===== src/rtl/cdc_xfer_arbiter_pkg.sv =====
// rtl/cdc_xfer_arbiter_pkg.sv - shared types, default widths and round-robin pick for the cdc transfer arbiter
package cdc_arb_pkg;

  typedef enum logic [1:0] {
    IDLE = 2'd0,
    REQ  = 2'd1,
    REL  = 2'd2
  } xfer_state_t;

  localparam int DEF_N           = 4;
  localparam int DEF_W           = 4;
  localparam int DEF_SYNC_STAGES = 2;
  localparam int DEF_TIMEOUT_CYC = 64;
  localparam int MAX_N           = 32;

  // First set bit of req scanning ptr, ptr+1, ... wrapping at n.
  function automatic int rr_pick(input logic [MAX_N-1:0] req, input int ptr, input int n);
    int   idx;
    int   i;
    logic found;
    idx   = 0;
    i     = 0;
    found = 1'b0;
    for (int k = 0; k < MAX_N; k++) begin
      if (k < n && !found) begin
        i = (ptr + k) % n;
        if (req[i]) begin
          idx   = i;
          found = 1'b1;
        end
      end
    end
    return idx;
  endfunction

endpackage


===== src/rtl/cdc_xfer_arbiter_if.sv =====
// rtl/cdc_xfer_arbiter_if.sv - requester and clk2-channel signals of the cdc transfer arbiter
interface cdc_xfer_arbiter_if
  import cdc_arb_pkg::*;
#(
  parameter int N = DEF_N,
  parameter int W = DEF_W
);
  logic [N-1:0]   req;
  logic [N*W-1:0] req_data;
  logic [N-1:0]   grant;
  logic [N-1:0]   done;
  logic           err;
  logic           busy;
  logic           cdc_req;
  logic [W-1:0]   cdc_data;
  logic           cdc_ack;

  modport slave (
    input  req, req_data, cdc_ack,
    output grant, done, err, busy, cdc_req, cdc_data
  );

  modport master (
    output req, req_data, cdc_ack,
    input  grant, done, err, busy, cdc_req, cdc_data
  );
endinterface


===== src/rtl/cdc_xfer_arbiter_sync.sv =====
// rtl/cdc_xfer_arbiter_sync.sv - multi-flop level synchronizer, async reset to 0
module cdc_sync_bit #(
  parameter int SYNC_STAGES = 2
) (
  input  logic clk,
  input  logic rst_n,
  input  logic d_i,
  output logic q_o
);
  logic [SYNC_STAGES-1:0] sync_q;

  always_ff @(posedge clk or negedge rst_n) begin
    if (!rst_n) sync_q <= '0;
    else        sync_q <= {sync_q[SYNC_STAGES-2:0], d_i};
  end

  assign q_o = sync_q[SYNC_STAGES-1];
endmodule


===== src/rtl/cdc_xfer_arbiter.sv =====
// rtl/cdc_xfer_arbiter.sv - round-robin arbiter + 4-phase req/ack sequencer onto one clk1->clk2 channel
// Optional per-phase handshake timeout enabled by CDC_TIMEOUT_EN.
module cdc_xfer_arbiter
  import cdc_arb_pkg::*;
#(
  parameter int N           = DEF_N,
  parameter int W           = DEF_W,
  parameter int SYNC_STAGES = DEF_SYNC_STAGES,
  parameter int TIMEOUT_CYC = DEF_TIMEOUT_CYC
) (
  input  logic              clk1,
  input  logic              rst_n,
  cdc_xfer_arbiter_if.slave bus
);
  localparam int IW = (N > 1) ? $clog2(N) : 1;

  xfer_state_t   state_q, state_d;
  logic [IW-1:0] ptr_q, ptr_d;
  logic [N-1:0]  grant_q, grant_d;
  logic [N-1:0]  done_q, done_d;
  logic          err_q, err_d;
  logic          cdc_req_q, cdc_req_d;
  logic [W-1:0]  data_q, data_d;
  logic          ack_s;
  logic          tmo;
  logic [IW-1:0] pick_idx;

  cdc_sync_bit #(.SYNC_STAGES(SYNC_STAGES)) u_ack_sync (
    .clk   (clk1),
    .rst_n (rst_n),
    .d_i   (bus.cdc_ack),
    .q_o   (ack_s)
  );

  assign pick_idx = IW'(rr_pick(MAX_N'(bus.req), int'(ptr_q), N));

`ifdef CDC_TIMEOUT_EN
  localparam int CW = $clog2(TIMEOUT_CYC + 1);
  logic [CW-1:0] cnt_q, cnt_d;

  // Fires on the TIMEOUT_CYC-th cycle spent waiting in one phase.
  assign tmo = (cnt_q == CW'(TIMEOUT_CYC - 1));

  always_comb begin
    cnt_d = cnt_q + 1'b1;
    if (state_d != state_q || state_q == IDLE) cnt_d = '0;
  end

  always_ff @(posedge clk1 or negedge rst_n) begin
    if (!rst_n) cnt_q <= '0;
    else        cnt_q <= cnt_d;
  end
`else
  assign tmo = (TIMEOUT_CYC < 0);
`endif

  always_comb begin
    state_d   = state_q;
    ptr_d     = ptr_q;
    grant_d   = grant_q;
    done_d    = '0;
    err_d     = 1'b0;
    cdc_req_d = cdc_req_q;
    data_d    = data_q;
    case (state_q)
      IDLE: begin
        // Stale ack and the done cycle both hold off arbitration.
        if (|bus.req && !ack_s && done_q == '0) begin
          state_d   = REQ;
          grant_d   = N'(1) << pick_idx;
          data_d    = bus.req_data[pick_idx*W +: W];
          cdc_req_d = 1'b1;
          ptr_d     = (pick_idx == IW'(N - 1)) ? '0 : pick_idx + 1'b1;
        end
      end
      REQ: begin
        if (ack_s) begin
          cdc_req_d = 1'b0;
          state_d   = REL;
        end else if (tmo) begin
          err_d     = 1'b1;
          cdc_req_d = 1'b0;
          grant_d   = '0;
          state_d   = IDLE;
        end
      end
      REL: begin
        if (!ack_s) begin
          done_d  = grant_q;
          grant_d = '0;
          state_d = IDLE;
        end else if (tmo) begin
          err_d   = 1'b1;
          grant_d = '0;
          state_d = IDLE;
        end
      end
      default: state_d = IDLE;
    endcase
  end

  always_ff @(posedge clk1 or negedge rst_n) begin
    if (!rst_n) begin
      state_q   <= IDLE;
      ptr_q     <= '0;
      grant_q   <= '0;
      done_q    <= '0;
      err_q     <= 1'b0;
      cdc_req_q <= 1'b0;
      data_q    <= '0;
    end else begin
      state_q   <= state_d;
      ptr_q     <= ptr_d;
      grant_q   <= grant_d;
      done_q    <= done_d;
      err_q     <= err_d;
      cdc_req_q <= cdc_req_d;
      data_q    <= data_d;
    end
  end

  assign bus.grant    = grant_q;
  assign bus.done     = done_q;
  assign bus.err      = err_q;
  assign bus.busy     = (state_q != IDLE);
  assign bus.cdc_req  = cdc_req_q;
  assign bus.cdc_data = data_q;
endmodule


===== src/flat_wrapper.sv =====
// flat-port wrapper written by rule: the top's interface ports become plain ports
module cdc_xfer_arbiter_flat import cdc_arb_pkg::*;
#(
  parameter int N           = DEF_N,
  parameter int W           = DEF_W,
  parameter int SYNC_STAGES = DEF_SYNC_STAGES,
  parameter int TIMEOUT_CYC = DEF_TIMEOUT_CYC
)
  (clk1, rst_n, bus_req, bus_req_data, bus_cdc_ack, bus_grant, bus_done, bus_err, bus_busy, bus_cdc_req, bus_cdc_data);
  cdc_xfer_arbiter_if #(.N(N), .W(W)) bus_i ();
  input  logic clk1;
  input  logic rst_n;
  input wire logic [$bits(bus_i.req)-1:0] bus_req;
  input wire logic [$bits(bus_i.req_data)-1:0] bus_req_data;
  input wire logic [$bits(bus_i.cdc_ack)-1:0] bus_cdc_ack;
  output wire logic [$bits(bus_i.grant)-1:0] bus_grant;
  output wire logic [$bits(bus_i.done)-1:0] bus_done;
  output wire logic [$bits(bus_i.err)-1:0] bus_err;
  output wire logic [$bits(bus_i.busy)-1:0] bus_busy;
  output wire logic [$bits(bus_i.cdc_req)-1:0] bus_cdc_req;
  output wire logic [$bits(bus_i.cdc_data)-1:0] bus_cdc_data;
  assign bus_i.req = bus_req;
  assign bus_i.req_data = bus_req_data;
  assign bus_i.cdc_ack = bus_cdc_ack;
  assign bus_grant = bus_i.grant;
  assign bus_done = bus_i.done;
  assign bus_err = bus_i.err;
  assign bus_busy = bus_i.busy;
  assign bus_cdc_req = bus_i.cdc_req;
  assign bus_cdc_data = bus_i.cdc_data;
  cdc_xfer_arbiter #(.N(N), .W(W), .SYNC_STAGES(SYNC_STAGES), .TIMEOUT_CYC(TIMEOUT_CYC)) u_core (.clk1(clk1), .rst_n(rst_n), .bus(bus_i));
endmodule

===== config.mk =====
export PLATFORM = sky130hd
export DESIGN_NAME = cdc_xfer_arbiter_flat
export DESIGN_NICKNAME = d
export VERILOG_FILES = /design/src/rtl/cdc_xfer_arbiter_pkg.sv /design/src/rtl/cdc_xfer_arbiter_if.sv /design/src/rtl/cdc_xfer_arbiter_sync.sv /design/src/rtl/cdc_xfer_arbiter.sv /design/src/flat_wrapper.sv
export SDC_FILE = /design/constraint.sdc
export NUM_CORES = 1
export LEC_CHECK = 0
export CORE_ASPECT_RATIO = 0.9
export CORE_MARGIN = 4
export CORE_UTILIZATION = 30
export CTS_BUF_LIST = sky130_fd_sc_hd__clkbuf_4 sky130_fd_sc_hd__clkbuf_8
export CTS_CLUSTER_DIAMETER = 150
export CTS_CLUSTER_SIZE = 10
export DETAILED_ROUTE_END_ITERATION = 10
export SLEW_MARGIN = 20
export SYNTH_ARGS = -nofsm -noshare
export SYNTH_HDL_FRONTEND = slang
export SYNTH_HIERARCHICAL = 1
export SYNTH_SLANG_ARGS = --single-unit

===== constraint.sdc =====
create_clock -name clk1 -period 3.35 [get_ports clk1]
set_clock_uncertainty 0.05 [all_clocks]
set_input_delay 0.67 -clock clk1 [delete_from_list [all_inputs] [get_ports clk1]]
set_output_delay 0.67 -clock clk1 [all_outputs]
set_load 0.05 [all_outputs]

# After elaboration in Yosys (flattened, before gate mapping)
# Index checks and enable logic that the tools add are counted.
# totals
in_bits	23
regBits	19
elab_cells	78
out_inout_bits	15
# classes
muxes	36
n_reduce_logical	16
addsub	4
bitwise_logic	3
n_eq_ne	6
n_shift	2
n_lt_le_gt_ge	4
# ops
op	count
2-to-1 mux 2 bit	11
< comparator 3 x 7 -> 1 bit, second input constant	3
2-to-1 mux 4 bit	4
indexed part select 16 x 5 -> 4 bit	1
2-to-1 mux 1 bit	14
binary-select mux 1 bit (select 3 bit)	3
AND reduction 3 bit	3
case mux 4 bit (2 select lines)	1
< comparator 2 x 6 -> 1 bit, second input constant	1
case mux 2 bit (3 select lines)	1
nonzero test 2 bit	3
OR reduction 2 bit	3
adder 2 x 1 -> 2 bit, second input constant	2
adder 2 bit, second input constant	2
equality test 2 bit, second input constant	2
zero test 4 bit	1
!= test 2 bit, second input constant	2
OR reduction 4 bit	1
<< shifter 1 x 2 -> 4 bit, first input constant	1
AND 1 bit, first input constant	3
binary-select mux 1 bit (select 2 bit)	1
equality test 2 x 1 -> 1 bit, second input constant	1
logical AND 1 bit	2
zero test 2 bit	1
other kinds (4)	4

# Logic depth before layout (Yosys ltp)
# logic_depth
ltp_word	15
mapped_depth	8
mapped_depth_nobuf	7

# By module
# Netlist, hierarchy kept.
# modules_own_cells
module	cells_per_inst	n_inst	area_per_inst_um2	seq_area_each_um2
cdc_xfer_arbiter	86	1	905.9	425.4
cdc_sync_bit	2	1	50.0	50.0

# Worst setup path after synthesis
# OpenSTA, ideal clock, no wires.
# synth_path
kind	input port to flip-flop
from	input port bus_req[2]
to	register u_core.ptr_q[1]
t_arrival_ns	1.776
setup_ns	0.125
path_slack_ns	1.399
path_buffers	1
stages	7
required_ns	3.175
path_cell_list	inv_1 > o22ai_1 > a211o_2 > buf_6 > inv_1 > ha_1 > mux2_2
# synth_via
elab_chain_cells	11
word_cells_on_any_way	30
classes_between	add/sub: 1; eq/ne: 1; mux: 24; reduce/logical: 4
# synth_lines
item	line	text
start: declaration	flat_wrapper.sv:13	input wire logic [$bits(bus_i.req)-1:0] bus_req;
binary-select mux 1 bit (select 3 bit) / binary-select mux 1 bit (select 2 bit) (equally long branches)	cdc_xfer_arbiter_pkg.sv:27	if (req[i]) begin
2-to-1 mux 1 bit (implied by the code)	cdc_xfer_arbiter_pkg.sv:27	
2-to-1 mux 1 bit (implied by the code) / 2-to-1 mux 2 bit (equally long branches)	cdc_xfer_arbiter_pkg.sv:27	
2-to-1 mux 2 bit	cdc_xfer_arbiter_pkg.sv:27	
2-to-1 mux 2 bit	cdc_xfer_arbiter_pkg.sv:25	if (k < n && !found) begin
2-to-1 mux 2 bit	cdc_xfer_arbiter_pkg.sv:27	
2-to-1 mux 2 bit	cdc_xfer_arbiter_pkg.sv:25	
2-to-1 mux 2 bit	cdc_xfer_arbiter_pkg.sv:27	
2-to-1 mux 2 bit	cdc_xfer_arbiter_pkg.sv:25	
adder 2 x 1 -> 2 bit / equality test 2 bit (equally long branches)	cdc_xfer_arbiter.sv:73	ptr_d = (pick_idx == IW'(N - 1)) ? '0 : pick_idx + 1'b1;
2-to-1 mux 2 bit	cdc_xfer_arbiter.sv:73	
end signal: assignment	cdc_xfer_arbiter.sv:113	ptr_q <= ptr_d;
end: declaration	cdc_xfer_arbiter.sv:18	logic [IW-1:0] ptr_q, ptr_d;
# Parallel ways exist; a longest one is shown, timed or not. The select of a mux whose other input is x is not followed.
# A chain may end at the register's enable or synchronous reset.

# Worst setup path in the final report
# layout_path
from	register u_core.state_q[1]
to	output port bus_busy
# layout_via
elab_chain_cells	1
# layout_lines
item	line	text
start: declaration	cdc_xfer_arbiter.sv:17	xfer_state_t state_q, state_d;
start signal: assignment	cdc_xfer_arbiter.sv:112	state_q <= state_d;
nonzero test 2 bit	cdc_xfer_arbiter.sv:125	assign bus.busy = (state_q != IDLE);
end: declaration	flat_wrapper.sv:19	output wire logic [$bits(bus_i.busy)-1:0] bus_busy;
# Every way passes these cells.

==> metrics.yaml <==
status:
  outcome: "finished, final reports clean"
setup_path:
  rrSetupSlack_ns: 1.56
  cp-end-kind: "output port"
  setup.worst_path.class: "reg2out"
  start_kind: "flop"
  reg2reg_from: "u_core/ptr_q[0]"
  cp_data_required_time_ns: 2.63
  r2r_cells: 6
  crit_fanout: 9
  r2r_end: "u_core/ptr_q[1]"
  crit_arrival_ns: 1.79
place:
  placement.io_buffers: 36
  hpwlAfterDp_um: 1790
  placed_area_mm2: 0.00134
  gp_congestion: 0.788
drt:
  drt_pass1_iterations: 4
  postRouteAntennaNets: 0
  via_per_inst: 4.53
  drt_iter0_drc: 15
  wl_met1_um: 1050
  wl_per_cell_um: 13.1
  totalWireLength_um: 2190
  dr_wl_met3_um: 124
  routed.top_layer: "met3"
  num_vias: 756
  drcViolationCount: 0
  wl_met2_um: 1010
logic_synthesis:
  synth_cell_types: 33
  yosysWarningCount: 6
  synth_cells: 88
  synth_nets: 112
  ys_seq_area_frac: 0.497
  syn_avg_cell_area_um2: 10.9
  synth_seq_cells: 19
  syn_area_um2: 956
timing:
  setup_violations: 0
  hold_viol: 0
  finalCriticalPeriod_ns: 2.51
  max-slew-margin-rel: 0.436
  tns_ns: 0
  fmax_mhz: 398
  rsz0062_at_grt: "no"
  maxSlewViolCount: 0
  whs_ns: 0.314
  fin_crit_sh: 0.750
  worstMarginPinSlew_ns: 0.844
hold_path:
  whs_path_depth: 0
  whs_endpoint: "u_core/u_ack_sync/sync_q[1]"
  min-delay-start: "u_core/u_ack_sync/sync_q[0]"
  hold_class: "reg2reg"
layout:
  ff_latch_area_um2: 475
  drive_above_1_share: 0.112
  area_growth_syn_to_layout_pct: 42.8
  num-fill-cells: 294
  multiInputGateArea_um2: 417
  stdcell_area_mm2: 0.00137
  nets: 150
  diodes: 0
flow_run:
  drv_cap: 0
clock_tree:
  cts-root-buf: "clkbuf_4"
  numCtsBuffers: 3
  htreeDepth: 1
  clk_path_buf_depth: 2
  cts_setup_buffers: 0
  cts.sinks: 19
  cts_hold_buf: 0
  cts_tree: "yes"
  path_clk_slew_ns: 0.10
  insertion_delay_ns: 0.29
  ctsResizeCount: 0
global_routing:
  grt_pass1_wl_um: 3250
  grt_usage: 0.109
  grt_overflow: 0
  grt_max_degree: 20
  grt_antenna_before_repair: 0
  grt_pass1_vias: 694
power:
  power_leakage_nw: 0.633
  power_mw: 1.15
  powerDensity_mw_per_mm2: 843
  max-vdd-ir-drop_mv: 0.380
floorplanning:
  ios: 38
  die_height_um: 61.6
  rows: 19
  coreArea_mm2: 0.00307
  fp.dieW_um: 67.5
  dieArea_mm2: 0.00415
  initial_core_util: 0.312
==> per-stage QoR <==
stage,instances,setup WS (ns),utilization
after global routing,167,0.753,0.445
after global placement,163,0.803,0.435
after floorplan,88,1.40,-
after detailed placement,163,0.752,0.435
final,167,0.837,0.445
after CTS,167,0.816,0.445
==> layout make-up <==
class,count,share of cell area
Clock buffer,4,0.0220
Inverter,6,0.0165
Multi-Input combinational cell,59,0.305
Sequential cell,19,0.348
Tap cell,42,0.0385
Timing Repair Buffer,37,0.269
==> worst max-delay path by stage <==
stage | start | to | slack (ns) | cells past startpoint
6_report | u_core/state_q[1] | bus_busy | 0.84 | 2
3_5_place_dp | bus_req[1] | u_core/ptr_q[1] | 0.75 | 7
3_3_place_gp | bus_req[1] | u_core/ptr_q[1] | 0.80 | 7
5_1_grt | u_core/state_q[1] | bus_busy | 0.75 | 2
4_1_cts | u_core/state_q[1] | bus_busy | 0.82 | 2
2_1_floorplan | bus_req[2] | u_core/ptr_q[1] | 1.40 | 7
==> critical path: stages, from the launching register on <==
cell	delay, ns
dfrtp_1	0.48
or2_2	0.32
clkdlybuf4s50_1	0.70
==> report_power, final <==
group / switching (mW) / leakage (nW) / internal [mW]
clock network: 0.0664 / 0.0184 / 0.0544
registers: 0.0702 / 0.242 / 0.306
logic: 0.391 / 0.373 / 0.262
==> layout by cell type, fill, tap and decap left out, types with 2 or more instances in the layout <==
master / instances
mux2i_1: 8
nor2_1: 5
a21oi_1: 2
dfrtp_1: 19
nand3_1: 3
inv_1: 6
and3_1: 4
o21ai_0: 2
nand2_1: 9
clkdlybuf4s50_1: 36
o221ai_1: 3
clkbuf_4: 4
a32o_1: 2
nand2b_1: 2
==> synthesized netlist by cell type <==
master / number / area (µm²)
a211o_2: 1 / 10.0
a21o_1: 1 / 7.51
a21oi_1: 2 / 10.0
a21oi_2: 1 / 8.76
a32o_1: 2 / 20.0
and2_1: 1 / 6.26
and2b_1: 1 / 7.51
and3_1: 4 / 25.0
buf_4: 1 / 7.51
buf_6: 3 / 33.8
conb_1: 1 / 3.75
dfrtp_1: 19 / 475
ha_1: 1 / 12.5
inv_1: 6 / 22.5
mux2_2: 1 / 11.3
mux2i_1: 8 / 80.1
nand2_1: 9 / 33.8
nand2b_1: 2 / 12.5
nand3_1: 3 / 15.0
nand4_2: 1 / 12.5
nor2_1: 5 / 18.8
nor3_1: 1 / 5.00
nor3b_1: 1 / 7.51
o21ai_0: 2 / 10.0
o221ai_1: 3 / 26.3
o221ai_2: 1 / 15.0
o22ai_1: 1 / 6.26
o31ai_1: 1 / 7.51
or2_2: 1 / 6.26
or2_4: 1 / 8.76
or2b_2: 1 / 8.76
or3_4: 1 / 11.3
xor2_1: 1 / 8.76
==> sequential cells by signal (all words and copies together), names as in the netlist <==
register / count
u_core/bus.cdc_req: 1
u_core/bus.cdc_data: 4
u_core/ptr_q: 2
u_core/bus.grant: 4
u_core/state_q: 2
u_core/u_ack_sync/sync_q: 2
u_core/bus.done: 4
==> logic make-up (layout without fill, tap and decap cells) <==
kind of cell             count (synthesis)  in the layout  synth area share
other                                    1              1           0.00392
XOR/XNOR                                 1              1           0.00916
AND/OR/NAND/NOR                         32             32             0.187
AO/OA/AOI/OAI                           15             15             0.127
multiplexers                             9              9            0.0956
buffers and inverters                   10             47            0.0668
adder cells (fa/ha/maj)                  1              1            0.0131
flip-flops                              19             19             0.497
==> routing by layer <==
| metal | up-vias | track usage |
|---|---|---|
| met5 | - | 0 |
| met4 | 0 | 0.0347 |
| met3 | 0 | 0.0401 |
| met2 | 22 | 0.161 |
| met1 | 353 | 0.148 |
| li1 | 381 | - |
No activity file was read; power rests on OpenSTA's default activity.
